`src/rtl/data_bus_arbiter.sv`:
```
// Two-master round-robin arbiter that runs one data_bus access at a time.
// The winner's payload is latched, driven for ACCESS_CYCLES cycles, then the response is returned with a one-cycle ack.
module data_bus_arbiter #(
    parameter int unsigned ACCESS_CYCLES = 1
) (
    input  logic        clk,
    input  logic        rst_n,
    input  logic        m0_req,
    input  logic        m0_rw,
    input  logic [1:0]  m0_len,
    input  logic [31:0] m0_addr,
    input  logic [31:0] m0_wdata,
    output logic        m0_ack,
    output logic [31:0] m0_rdata,
    output logic        m0_err,
    input  logic        m1_req,
    input  logic        m1_rw,
    input  logic [1:0]  m1_len,
    input  logic [31:0] m1_addr,
    input  logic [31:0] m1_wdata,
    output logic        m1_ack,
    output logic [31:0] m1_rdata,
    output logic        m1_err,
    output logic        bus_rw,
    output logic [1:0]  bus_len,
    output logic [31:0] bus_addr,
    output logic [31:0] bus_write,
    input  logic [31:0] bus_read,
    input  logic        bus_exception,
    output logic        busy
);
    localparam int unsigned ADDR_W = 32;
    localparam int unsigned DATA_W = 32;
    localparam int unsigned LEN_W  = 2;
    localparam int unsigned CNT_W  = 4;

    typedef enum logic [1:0] {
        ST_IDLE   = 2'd0,
        ST_ACCESS = 2'd1,
        ST_RESP   = 2'd2
    } state_t;

    typedef struct packed {
        logic              rw;
        logic [LEN_W-1:0]  len;
        logic [ADDR_W-1:0] addr;
        logic [DATA_W-1:0] wdata;
    } payload_t;

    state_t            state_q, state_d;
    logic [CNT_W-1:0]  cnt_q, cnt_d;
    logic              last_grant_q, last_grant_d;
    logic              grant_q, grant_d;
    payload_t          bus_q, bus_d;
    logic [DATA_W-1:0] resp_q, resp_d;
    logic              err_q, err_d;
    logic              ack0_q, ack0_d;
    logic              ack1_q, ack1_d;
    logic              busy_q, busy_d;

    payload_t          m0_pl_c, m1_pl_c;
    logic              pick_m1_c;

    assign m0_pl_c = {m0_rw, m0_len, m0_addr, m0_wdata};
    assign m1_pl_c = {m1_rw, m1_len, m1_addr, m1_wdata};

    // On contention the port that did not win last time gets the bus.
    assign pick_m1_c = m1_req & (~m0_req | ~last_grant_q);

    // Next-state and registered-output logic; bus_q holds the payload only while in ACCESS.
    always_comb begin
        state_d      = state_q;
        cnt_d        = cnt_q;
        last_grant_d = last_grant_q;
        grant_d      = grant_q;
        bus_d        = bus_q;
        resp_d       = resp_q;
        err_d        = err_q;
        ack0_d       = 1'b0;
        ack1_d       = 1'b0;
        busy_d       = busy_q;

        case (state_q)
            ST_IDLE: begin
                if (m0_req || m1_req) begin
                    grant_d = pick_m1_c;
                    bus_d   = pick_m1_c ? m1_pl_c : m0_pl_c;
                    cnt_d   = CNT_W'(ACCESS_CYCLES - 1);
                    busy_d  = 1'b1;
                    state_d = ST_ACCESS;
                end
            end
            ST_ACCESS: begin
                if (cnt_q == '0) begin
                    resp_d  = bus_q.rw ? '0 : bus_read;
                    err_d   = bus_exception;
                    bus_d   = '0;
                    ack0_d  = ~grant_q;
                    ack1_d  = grant_q;
                    state_d = ST_RESP;
                end else begin
                    cnt_d = cnt_q - CNT_W'(1);
                end
            end
            ST_RESP: begin
                last_grant_d = grant_q;
                busy_d       = 1'b0;
                state_d      = ST_IDLE;
            end
            default: begin
                bus_d   = '0;
                busy_d  = 1'b0;
                state_d = ST_IDLE;
            end
        endcase
    end

    always_ff @(posedge clk or negedge rst_n) begin
        if (!rst_n) begin
            state_q      <= ST_IDLE;
            cnt_q        <= '0;
            last_grant_q <= 1'b1;
            grant_q      <= 1'b0;
            bus_q        <= '0;
            resp_q       <= '0;
            err_q        <= 1'b0;
            ack0_q       <= 1'b0;
            ack1_q       <= 1'b0;
            busy_q       <= 1'b0;
        end else begin
            state_q      <= state_d;
            cnt_q        <= cnt_d;
            last_grant_q <= last_grant_d;
            grant_q      <= grant_d;
            bus_q        <= bus_d;
            resp_q       <= resp_d;
            err_q        <= err_d;
            ack0_q       <= ack0_d;
            ack1_q       <= ack1_d;
            busy_q       <= busy_d;
        end
    end

    assign m0_ack    = ack0_q;
    assign m1_ack    = ack1_q;
    assign m0_rdata  = resp_q;
    assign m1_rdata  = resp_q;
    assign m0_err    = err_q;
    assign m1_err    = err_q;
    assign bus_rw    = bus_q.rw;
    assign bus_len   = bus_q.len;
    assign bus_addr  = bus_q.addr;
    assign bus_write = bus_q.wdata;
    assign busy      = busy_q;

endmodule

```
`config.mk`:
```
export PLATFORM = sky130hd
export DESIGN_NAME = data_bus_arbiter
export DESIGN_NICKNAME = d
export VERILOG_FILES = /design/src/rtl/data_bus_arbiter.sv
export SDC_FILE = /design/constraint.sdc
export NUM_CORES = 1
export LEC_CHECK = 0
export ABC_AREA = 0
export BUFFER_PORTS_ARGS = -buffer_cell sky130_fd_sc_hd__buf_2
export CAP_MARGIN = 20
export CORE_ASPECT_RATIO = 0.75
export CORE_UTILIZATION = 41
export DETAILED_ROUTE_END_ITERATION = 7
export PLACE_DENSITY = 0.78
export SYNTH_ARGS = -nofsm -noshare
export SYNTH_HDL_FRONTEND = slang
export SYNTH_SLANG_ARGS = --single-unit
```
`constraint.sdc`:
```
create_clock -name clk -period 1.7 [get_ports clk]
set_input_delay 0.255 -clock clk [delete_from_list [all_inputs] [get_ports clk]]
set_output_delay 0.255 -clock clk [all_outputs]
set_load 0.005 [all_outputs]
```
==> summary.txt, run 1 <==
Worst-Margin Slew -> 0.587 ns
Worst skew pair latency -> 0.34 ns
Minimum clock period -> 1.69 ns
Clock root cell -> clkbuf_16
Fin Clk Skew -> 0.0105 ns
Final setup TNS -> 0 ns
Total global routing overflow -> 0
FMAX -> 592 MHz
Fraction of registers with async set/reset -> 100%
Placement row count -> 37
#FFs+latches synth -> 111
Hold slack -> -0.0193 ns
CTS buffer count -> 9
Antenna violations before repair -> 0
DP HPWL -> 11.2 mm
ANT cells -> 0
Wire per inst -> 17.4 um
Met1 WL -> 7.10 mm
# port buffers -> 306
Syn Std Cell Area -> 5740 um^2
Die height -> 104 um
Status -> finished, violations left
P&R area growth vs syn -> 33.8%
Yosys top cell area share -> 48.0%
Leakage power -> 3.83 nW
I/O Pins -> 307
Detailed Routing Iterations Pass 1 -> 7
Nets -> 947
Dominant cell type by area after synthesis -> dfrtp_1
Initial drt markers -> 380
WL final -> 16.6 mm
Syn avg cell area -> 11.2 um^2
Register area share after synthesis -> 48.4%
DP Worst Slack -> -0.0358 ns
Clk buf depth -> 2
Crit. End Element -> flop
Synth Flop Type -> dfrtp_1
Detail Route Antenna Nets -> 0
CTS H-tree depth -> 3
Failing checks -> design-rule violations, negative hold slack
Yosys cell types -> 39
Initial Util -> 41.9%
Vias per Instance -> 5.44
Final setup violation count -> 0
Die area -> 14500 um^2
Final hold violations -> 6
First-pass GRT wire length -> 26.3 mm
Top sig layer -> met4
Synth Instances -> 514
Met2 WL -> 8.17 mm
DRC Markers -> 18
Hold WC Path Type -> primary input to asynchronous set/reset pin
Final worst-path cycle share -> 99.3%
Crit path kind -> flop to flop
GP Congestion -> 0.773
Syn_nets -> 687
Vias post-DR -> 5183
Worst endpoint data arrival time -> 1.90 ns
Worst-path fanout max -> 9
Share of cells above drive strength 1 -> 53.0%
Largest net degree at the start of global routing -> 112
PnR worst setup slack -> 0.0115 ns
Hold_buf cts -> 0
Area contributors post-synth -> dfrtp_1 (48%), o2bb2ai_2 (7.9%), o21ai_0 (6.7%)
Die X -> 139 um
Syn. warnings -> 0
Worst Path Required -> 1.91 ns
Routed wl met3 -> 1.20 mm
Crit start category -> flop
Max Slew Vio Count -> 0
Pwr/cell area -> 1660 nW/um^2
Clk slew on worst S/H paths -> 0.07 ns
GRT Resource Usage Total -> 22.6%
CTS tree -> yes
Max_cap viols -> 0
Rel. slew slack -> 60.9%
Core Box Area -> 13700 um^2
RSZ-0062 raised after global routing -> true
Peak supply drop -> 0.000656 V
Clock tree sinks -> 111
EDFF count, synth -> 0
Vias in the first global route -> 5089
Fill cell count -> 1203
[layout make-up]
cell class	count	area (um^2)	area share, %
clock buffer	10	229	2.98
clock inverter	4	72.6	0.945
inverter	6	22.5	0.293
multi-input combinational	311	2450	31.9
sequential	111	2780	36.2
tap	175	219	2.85
timing repair buffer	335	1900	24.8
[cells in the mapped netlist (2+ instances only)]
cell and count:
dfrtp_1 110, o21ai_0 77, a22oi_1 44, clkbuf_1 37
o21ai_1 36, buf_4 34, nand2b_1 34, o2bb2ai_2 30
a221o_1 23, nor3b_2 20, o2bb2ai_1 14, buf_6 8
buf_2 7, inv_1 6, nor3b_1 4, nor2_1 3
ha_1 2, nand3_1 2, o31ai_1 2, or3b_1 2
[metrics by stage]
step | utilization, % | instances | power [mW] | cell area (um^2) | hold WS, ns
after global routing | 56.0 | 952 | 13.6 | 7680 | 0.0425
final | 56.0 | 952 | 12.8 | 7680 | -0.0193
after floorplan | - | 514 | 8.21 | 5740 | -0.0406
after global placement | 53.3 | 934 | 10.4 | 7300 | 0.382
after detailed placement | 53.3 | 934 | 10.6 | 7300 | 0.388
after CTS | 55.6 | 949 | 12.8 | 7610 | 0.0188
[sequential cells by signal, indices dropped and copies added, names as in the netlist]
name and cells:
bus_addr 32, bus_write 32, m0_rdata 32, cnt_q 4, bus_len 2, state_q 2
bus_rw 1, busy 1, grant_q 1, last_grant_q 1, m0_ack 1, m0_err 1
m1_ack 1
[cell usage in the layout, fill, tap and decap left out, types with 14 or more instances in the layout]
| master | instances |
|---|---|
| o21ai_1 | 36 |
| a22oi_1 | 44 |
| nand2b_1 | 33 |
| nor3b_2 | 19 |
| o2bb2ai_2 | 30 |
| buf_2 | 305 |
| buf_4 | 18 |
| o21ai_0 | 77 |
| o2bb2ai_1 | 14 |
| a221o_1 | 23 |
| dfrtp_1 | 109 |
[layer usage]
metal | global-route usage [%] | vias up
met2 | 38.2 | 249
met1 | 29.9 | 2524
met3 | 4.93 | 11
li1 | - | 2399
met4 | 4.41 | 0
met5 | 0 | -
[cell families (layout without fill, tap and decap cells)]
family	Yosys count	in the layout	synth area share (%)
compound gates	233	233	31.0
fa+ha+maj	2	2	0.436
buf+inv	92	355	9.44
flops	111	111	48.4
mux	2	2	0.371
simple gates	74	74	10.3
[repair_timing]
item                       in CTS  in global routing
setup endpoints to repair      23                 85
gates cloned                    0                  1
gates resized for setup         1                  9
pin swaps                       0                  8
buffers inserted                1                  2
[report_power, final]
| group | switching [mW] | total, mW | leakage (nW) | internal [mW] |
|---|---|---|---|---|
| clock | 0.924 | 2.20 | 0.144 | 1.27 |
| combinational | 2.97 | 5.80 | 2.25 | 2.83 |
| sequential | 0.899 | 4.78 | 1.43 | 3.88 |
| total | 4.80 | 12.8 | 3.83 | 7.98 |
[worst max-delay path, cell delays in order, from the launching register on]
cell and delay (ns):
dfrtp_1 0.39, inv_2 0.09, ha_4 0.14, nor3b_4 0.26, o22ai_4 0.16, buf_12 0.18
a221o_1 0.35
[final timing paths]
kind	startpoint	endpoint	slack [ns]	cells past startpoint
worst max-delay path	cnt_q[1]$_DFFE_PN0P_	bus_write[20]$_DFFE_PN0P_	0.01	6
worst min-delay path	rst_n	bus_addr[23]$_DFFE_PN0P_	-0.02	2
worst max register to register	cnt_q[1]$_DFFE_PN0P_	bus_write[20]$_DFFE_PN0P_	0.01	6
worst min register to register	grant_q$_DFFE_PN0P_	m0_ack$_DFF_PN0_	0.43	1
max in group asynchronous	rst_n	state_q[1]$_DFFE_PN0P_	1.25	2
min in group clk	m0_addr[0]	bus_addr[0]$_DFFE_PN0P_	0.14	2
Note: power is estimated with default switching activity, not from simulation.
==> run 2, diff against run 1 <==
==> constraint.sdc (replaced) <==
create_clock -name clk -period 1.7 [get_ports clk]
set_input_delay 0.51 -clock clk [delete_from_list [all_inputs] [get_ports clk]]
set_output_delay 0.51 -clock clk [all_outputs]
set_load 0.005 [all_outputs]
==> summary.txt, run 2 (synthesis results as in run 1) <==
Clock root cell -> clkbuf_16 (unchanged)
Minimum clock period -> 1.66 ns (was 1.69 ns)
GP Congestion -> 0.800 (was 0.773)
Max_cap viols -> 0 (unchanged)
Final hold violations -> 0 (was 6)
Finished Core Util -> 56.2% (was 56.0%)
Fin Clk Skew -> 0.00564 ns (was 0.0105 ns)
Initial Util -> 41.9% (unchanged)
Share of cells above drive strength 1 -> 53.5% (was 53.0%)
GRT Resource Usage Total -> 22.4% (was 22.6%)
Core Box Area -> 13700 um^2 (unchanged)
Pwr/cell area -> 1620 nW/um^2 (was 1660 nW/um^2)
Initial drt markers -> 378 (was 380)
Final worst-path cycle share -> 97.8% (was 99.3%)
Worst-Margin Slew -> 0.402 ns (was 0.587 ns)
CTS H-tree depth -> 3 (unchanged)
DRC Markers -> 18 (unchanged)
ANT cells -> 0 (unchanged)
Clk buf depth -> 2 (unchanged)
Fill cell count -> 1174 (was 1203)
Int Pwr -> 7.70 mW (was 7.98 mW)
Worst skew pair latency -> 0.34 ns (about the same)
Max Slew Vio Count -> 0 (unchanged)
Placement row count -> 37 (unchanged)
CTS tree -> yes (unchanged)
Nets -> 959 (was 947)
Vias per Instance -> 5.38 (was 5.44)
Largest net degree at the start of global routing -> 46 (was 112)
Die X -> 139 um (unchanged)
Total global routing overflow -> 0 (unchanged)
Leakage power -> 3.85 nW (was 3.83 nW)
Sequential power share -> 38.4% (was 37.4%)
Peak supply drop -> 0.000724 V (was 0.000656 V)
Worst-path fanout max -> 28 (was 9)
RSZ-0062 raised after global routing -> true (unchanged)
Pwr Total -> 12.5 mW (was 12.8 mW)
Clock group share of total power -> 15.1% (was 17.2%)
Clock tree sinks -> 111 (unchanged)
Final setup violation count -> 0 (unchanged)
Multi-input gate area -> 2450 um^2 (about the same)
CTS buffer count -> 9 (unchanged)
Die height -> 104 um (unchanged)
# port buffers -> 306 (unchanged)
Failing checks -> design-rule violations (was design-rule violations, negative hold slack)
Sw Pwr -> 4.79 mW (was 4.80 mW)
Status -> finished, violations left (unchanged)
DP HPWL -> 11.6 mm (was 11.2 mm)
Crit path kind -> flop to flop (unchanged)
Rel. slew slack -> 73.2% (was 60.9%)
Area taken by flip-flops and latches -> 2780 um^2 (about the same)
Hold Path Depth -> 2
Hold WC Path Type -> primary input to flop (was primary input to asynchronous set/reset pin)
Worst Path Required -> 1.92 ns (was 1.91 ns)
Antenna violations before repair -> 0 (unchanged)
Hold slack -> 0.394 ns (was -0.0193 ns)
R2R depth -> 6 (unchanged)
Clk slew on worst S/H paths -> 0.07 ns (about the same)
P&R area growth vs syn -> 34.2% (was 33.8%)
Final setup TNS -> 0 ns (unchanged)
Crit. End Element -> flop (unchanged)
Commonest non-fill, non-tap cell in the layout -> buf_2 (unchanged)
I/O Pins -> 307 (unchanged)
WL final -> 16.5 mm (was 16.6 mm)
First-pass GRT wire length -> 26.0 mm (was 26.3 mm)
Most frequent cells in the layout -> buf_2 (306), dfrtp_1 (108), o21ai_0 (77) (was buf_2 (305), dfrtp_1 (109), o21ai_0 (77))
Die area -> 14500 um^2 (unchanged)
Worst endpoint data arrival time -> 1.89 ns (was 1.90 ns)
Vias in the first global route -> 4987 (was 5089)
Detailed Routing Iterations Pass 1 -> 8 (was 7)
Detail Route Antenna Nets -> 0 (unchanged)
FMAX -> 601 MHz (was 592 MHz)
Combinational share of power -> 46.5% (was 45.4%)
Vias post-DR -> 5186 (was 5183)
Wire per inst -> 17.1 um (was 17.4 um)
Sw frac -> 38.4% (was 37.5%)
Crit start category -> flop (unchanged)
[run 2: path summary, 6_finish.rpt]
kind	from	slack, ns	end
max in group asynchronous	rst_n	0.59	last_grant_q$_DFFE_PN1N_
min reg2reg	grant_q$_DFFE_PN0P_	0.43	m0_ack$_DFF_PN0_
min	m0_wdata[4]	0.39	bus_write[4]$_DFFE_PN0P_
max	cnt_q[0]$_DFFE_PN0P_	0.04	bus_addr[19]$_DFFE_PN0P_
min in group asynchronous	rst_n	0.55	bus_addr[12]$_DFFE_PN0P_
max reg2reg	cnt_q[0]$_DFFE_PN0P_	0.04	bus_addr[19]$_DFFE_PN0P_
[run 2: metal layers]
metal | global-route usage (%) | routed length [um] | up-vias
li1 | - | - | 2420
met1 | 30.6 | 7390 | 2519
met2 | 36.7 | 7870 | 233
met3 | 4.47 | 1040 | 14
met4 | 5.22 | 175 | 0
met5 | 0 | 0 | -
[run 2: final cells by class]
cell class	instances	share of cell area (%)
well taps	175	2.85
clock buffers	10	2.98
inverters	6	0.293
repair buffers	347	25.6
clock inverters	4	0.325
flip-flops and latches	111	36.1
multi-input cells	311	31.8
[run 2: power by group through the flow]
stage / Clock, mW / Combinational [mW] / Sequential, mW
3_5_place_dp: 0 / 5.84 / 4.78
4_1_cts: 1.95 / 5.84 / 4.79
6_report: 1.89 / 5.80 / 4.79
2_1_floorplan: 0 / 3.42 / 4.79
5_1_grt: 2.06 / 6.37 / 4.94
3_3_place_gp: 0 / 5.72 / 4.79
[run 2: metrics by stage]
step | area [um^2] | worst slack [ns] | std cells
2_1_floorplan | 5740 | 0.00888 | 514
3_3_place_gp | 7390 | 0.0189 | 947
3_5_place_dp | 7390 | -0.0504 | 947
4_1_cts | 7670 | 0.00839 | 962
5_1_grt | 7700 | -0.0506 | 964
6_report | 7700 | 0.0367 | 964
[run 2: critical path, cell delays in order, from the launching register on]
cell	delay [ns]
dfrtp_1	0.38
inv_2	0.09
ha_4	0.14
nor3b_4	0.27
o22ai_4	0.13
buf_12	0.18
a221o_1	0.35
[run 2: timing repair]
action | CTS | global route
hold buffers | 1 | 0
pin swaps | 1 | 1
hold endpoints to repair | 7 | 0
endpoints found under the setup margin | 23 | 47
gates resized for setup | 5 | 3
cloned | 0 | 1
setup buffers | 0 | 1
==> run 3, diff against run 2 <==
--- a/config.mk
+++ b/config.mk
@@ -9,9 +9,9 @@
 export BUFFER_PORTS_ARGS = -buffer_cell sky130_fd_sc_hd__buf_2
 export CAP_MARGIN = 20
 export CORE_ASPECT_RATIO = 0.75
-export CORE_UTILIZATION = 41
+export CORE_UTILIZATION = 45
 export DETAILED_ROUTE_END_ITERATION = 7
-export PLACE_DENSITY = 0.78
+export PLACE_DENSITY = 0.81
 export SYNTH_ARGS = -nofsm -noshare
 export SYNTH_HDL_FRONTEND = slang
 export SYNTH_SLANG_ARGS = --single-unit
==> constraint.sdc (replaced) <==
create_clock -name clk -period 1.56 [get_ports clk]
set_input_delay 0.468 -clock clk [delete_from_list [all_inputs] [get_ports clk]]
set_output_delay 0.468 -clock clk [all_outputs]
set_load 0.005 [all_outputs]
==> summary.txt, run 3 (synthesis results as in run 1) <==
Crit path kind -> flop to flop (unchanged)
Share of cells above drive strength 1 -> 58.1% (was 53.5%)
Worst skew pair latency -> 0.35 ns (was 0.34 ns)
CP max stage cell -> dfrtp_1 (unchanged)
RSZ-0062 raised after global routing -> true (unchanged)
Die X -> 132 um (was 139 um)
Pwr/cell area -> 1800 nW/um^2 (was 1620 nW/um^2)
Detail Route Antenna Nets -> 0 (unchanged)
Worst-Margin Slew -> 0.393 ns (was 0.402 ns)
Clk slew on worst S/H paths -> 0.08 ns (was 0.07 ns)
Hold WC Path Type -> primary input to flop (unchanged)
Commonest non-fill, non-tap cell in the layout -> buf_2 (unchanged)
Clk buf depth -> 2 (unchanged)
Worst-path fanout max -> 6 (was 28)
Final setup TNS -> -6.43 ns (was 0 ns)
GRT Resource Usage Total -> 26.0% (was 22.4%)
Crit start category -> flop (unchanged)
Final worst-path cycle share -> 110% (was 97.8%)
Finished Core Util -> 66.4% (was 56.2%)
CP Cell Sequence -> inv_2, ha_4, nor3b_4, o22ai_4, buf_12, clkbuf_16, a221o_1 (was inv_2, ha_4, nor3b_4, o22ai_4, buf_12, a221o_1)
CTS buffer count -> 9 (unchanged)
Max Slew Vio Count -> 0 (unchanged)
P&R area growth vs syn -> 42.9% (was 34.2%)
R2r startpoint -> cnt_q[1]$_DFFE_PN0P_ (was cnt_q[0]$_DFFE_PN0P_)
Core Box Area -> 12300 um^2 (was 13700 um^2)
Leakage power -> 4.03 nW (was 3.85 nW)
PnR worst setup slack -> -0.150 ns (was 0.0367 ns)
Crit-path max cell delay -> 0.39 ns (was 0.38 ns)
FMAX -> 585 MHz (was 601 MHz)
# port buffers -> 306 (unchanged)
Largest net degree at the start of global routing -> 51 (was 46)
Clock tree sinks -> 111 (unchanged)
Placement row count -> 35 (was 37)
Failing checks -> negative setup slack (was design-rule violations)
Total global routing overflow -> 0 (unchanged)
Final setup violation count -> 68 (was 0)
Final hold violations -> 0 (unchanged)
Worst endpoint data arrival time -> 1.95 ns (was 1.89 ns)
Worst Path Required -> 1.80 ns (was 1.92 ns)
CTS tree -> yes (unchanged)
Die height -> 99.8 um (was 104 um)
Wire per inst -> 18.5 um (was 17.1 um)
Status -> finished, violations left (unchanged)
Hold slack -> 0.344 ns (was 0.394 ns)
Most frequent cells in the layout -> buf_2 (305), dfrtp_1 (108), o21ai_0 (48) (was buf_2 (306), dfrtp_1 (108), o21ai_0 (77))
Fin Clk Skew -> 0.0113 ns (was 0.00564 ns)
Clock root cell -> clkbuf_16 (unchanged)
ANT cells -> 0 (unchanged)
DP HPWL -> 11.9 mm (was 11.6 mm)
WL final -> 17.8 mm (was 16.5 mm)
Detailed Routing Iterations Pass 1 -> 5 (was 8)
Minimum clock period -> 1.71 ns (was 1.66 ns)
GP Congestion -> 0.833 (was 0.800)
Crit. End Element -> flop (unchanged)
Hold Crit Start -> m0_wdata[4] (unchanged)
Antenna violations before repair -> 0 (unchanged)
Vias per Instance -> 5.51 (was 5.38)
Placed Area -> 7380 um^2 (was 7390 um^2)
Max_cap viols -> 0 (unchanged)
Die area -> 13200 um^2 (was 14500 um^2)
DRC Markers -> 0 (was 18)
Rel. slew slack -> 73.8% (was 73.2%)
Vias post-DR -> 5321 (was 5186)
Initial drt markers -> 270 (was 378)
First-pass GRT wire length -> 26.9 mm (was 26.0 mm)
Initial Util -> 46.5% (was 41.9%)
Setup crit start -> cnt_q[1]$_DFFE_PN0P_ (was cnt_q[0]$_DFFE_PN0P_)
Peak supply drop -> 0.000972 V (was 0.000724 V)
R2R setup slack -> -0.15 ns (was 0.04 ns)
Post-Layout Inst Area -> 8200 um^2 (was 7700 um^2)
Vias in the first global route -> 5043 (was 4987)
Nets -> 967 (was 959)
I/O Pins -> 307 (unchanged)
CTS H-tree depth -> 3 (unchanged)
[run 3: cell count changes in the layout (fill, tap and decap cells not counted), moves of 3 or more]
cell / before / now
buf_6: 1 / 4
buf_12: 10 / 15
buf_16: 0 / 3
o21ai_2: 0 / 24
o21ai_1: 36 / 41
buf_4: 29 / 18
o21ai_0: 77 / 48
clkbuf_16: 9 / 16
[run 3: path summary, 6_finish.rpt]
kind	to	depth (start not counted)
max in group asynchronous	bus_write[3]$_DFFE_PN0P_	3
setup / recovery	bus_addr[25]$_DFFE_PN0P_	7
setup reg to reg	bus_addr[25]$_DFFE_PN0P_	7
hold reg to reg	m0_ack$_DFF_PN0_	1
hold / removal	bus_write[4]$_DFFE_PN0P_	2
min in group asynchronous	m0_rdata[15]$_DFFE_PN0P_	2
[run 3: through the flow]
| stage | power [mW] | cells | setup WS, ns |
|---|---|---|---|
| 2_1_floorplan | 8.98 | 514 | -0.0448 |
| 3_3_place_gp | 11.3 | 931 | -0.0944 |
| 3_5_place_dp | 11.5 | 931 | -0.164 |
| 4_1_cts | 14.1 | 956 | -0.128 |
| 5_1_grt | 15.7 | 965 | -0.211 |
| 6_report | 14.8 | 965 | -0.150 |
[run 3: area by class of cell]
type / count / area, um^2
clock buffer: 9 / 225
clock inverter: 7 / 55.1
fill: 989 / 4150
inverter: 6 / 22.5
multi-input combinational: 311 / 2600
sequential: 111 / 2780
tap: 166 / 208
timing repair buffer: 355 / 2300
[run 3: routing by layer]
| layer | global-route usage, % | up-vias | wire [um] |
|---|---|---|---|
| li1 | - | 2453 | - |
| met1 | 34.4 | 2565 | 7500 |
| met2 | 42.3 | 269 | 8620 |
| met3 | 6.06 | 34 | 1280 |
| met4 | 8.93 | 0 | 437 |
| met5 | 0 | - | 0 |
[run 3: where the power goes]
group	internal, mW	switching (mW)	leakage (nW)
Sequential	4.23	1.09	1.43
Combinational	3.69	3.53	2.47
Clock	1.11	1.11	0.138
Total	9.02	5.73	4.03
[run 3: critical path: cells and delay by family, from the launching register on]
family,cells,cell delay (ns)
AND/OR/NAND/NOR,1,0.24
adder cells (fa/ha/maj),1,0.13
buffers and inverters,3,0.40
flip-flops,1,0.39
AO/OA/AOI/OAI,2,0.42
[run 3: what timing repair did]
action                                  CTS  global route
cloned                                    3             9
resized for setup                        13            67
endpoints found under the setup margin  102           105
pin swaps                                 2             1
hold buffers                              1             0
buffers inserted                          5             1
endpoints found under the hold margin     7             0
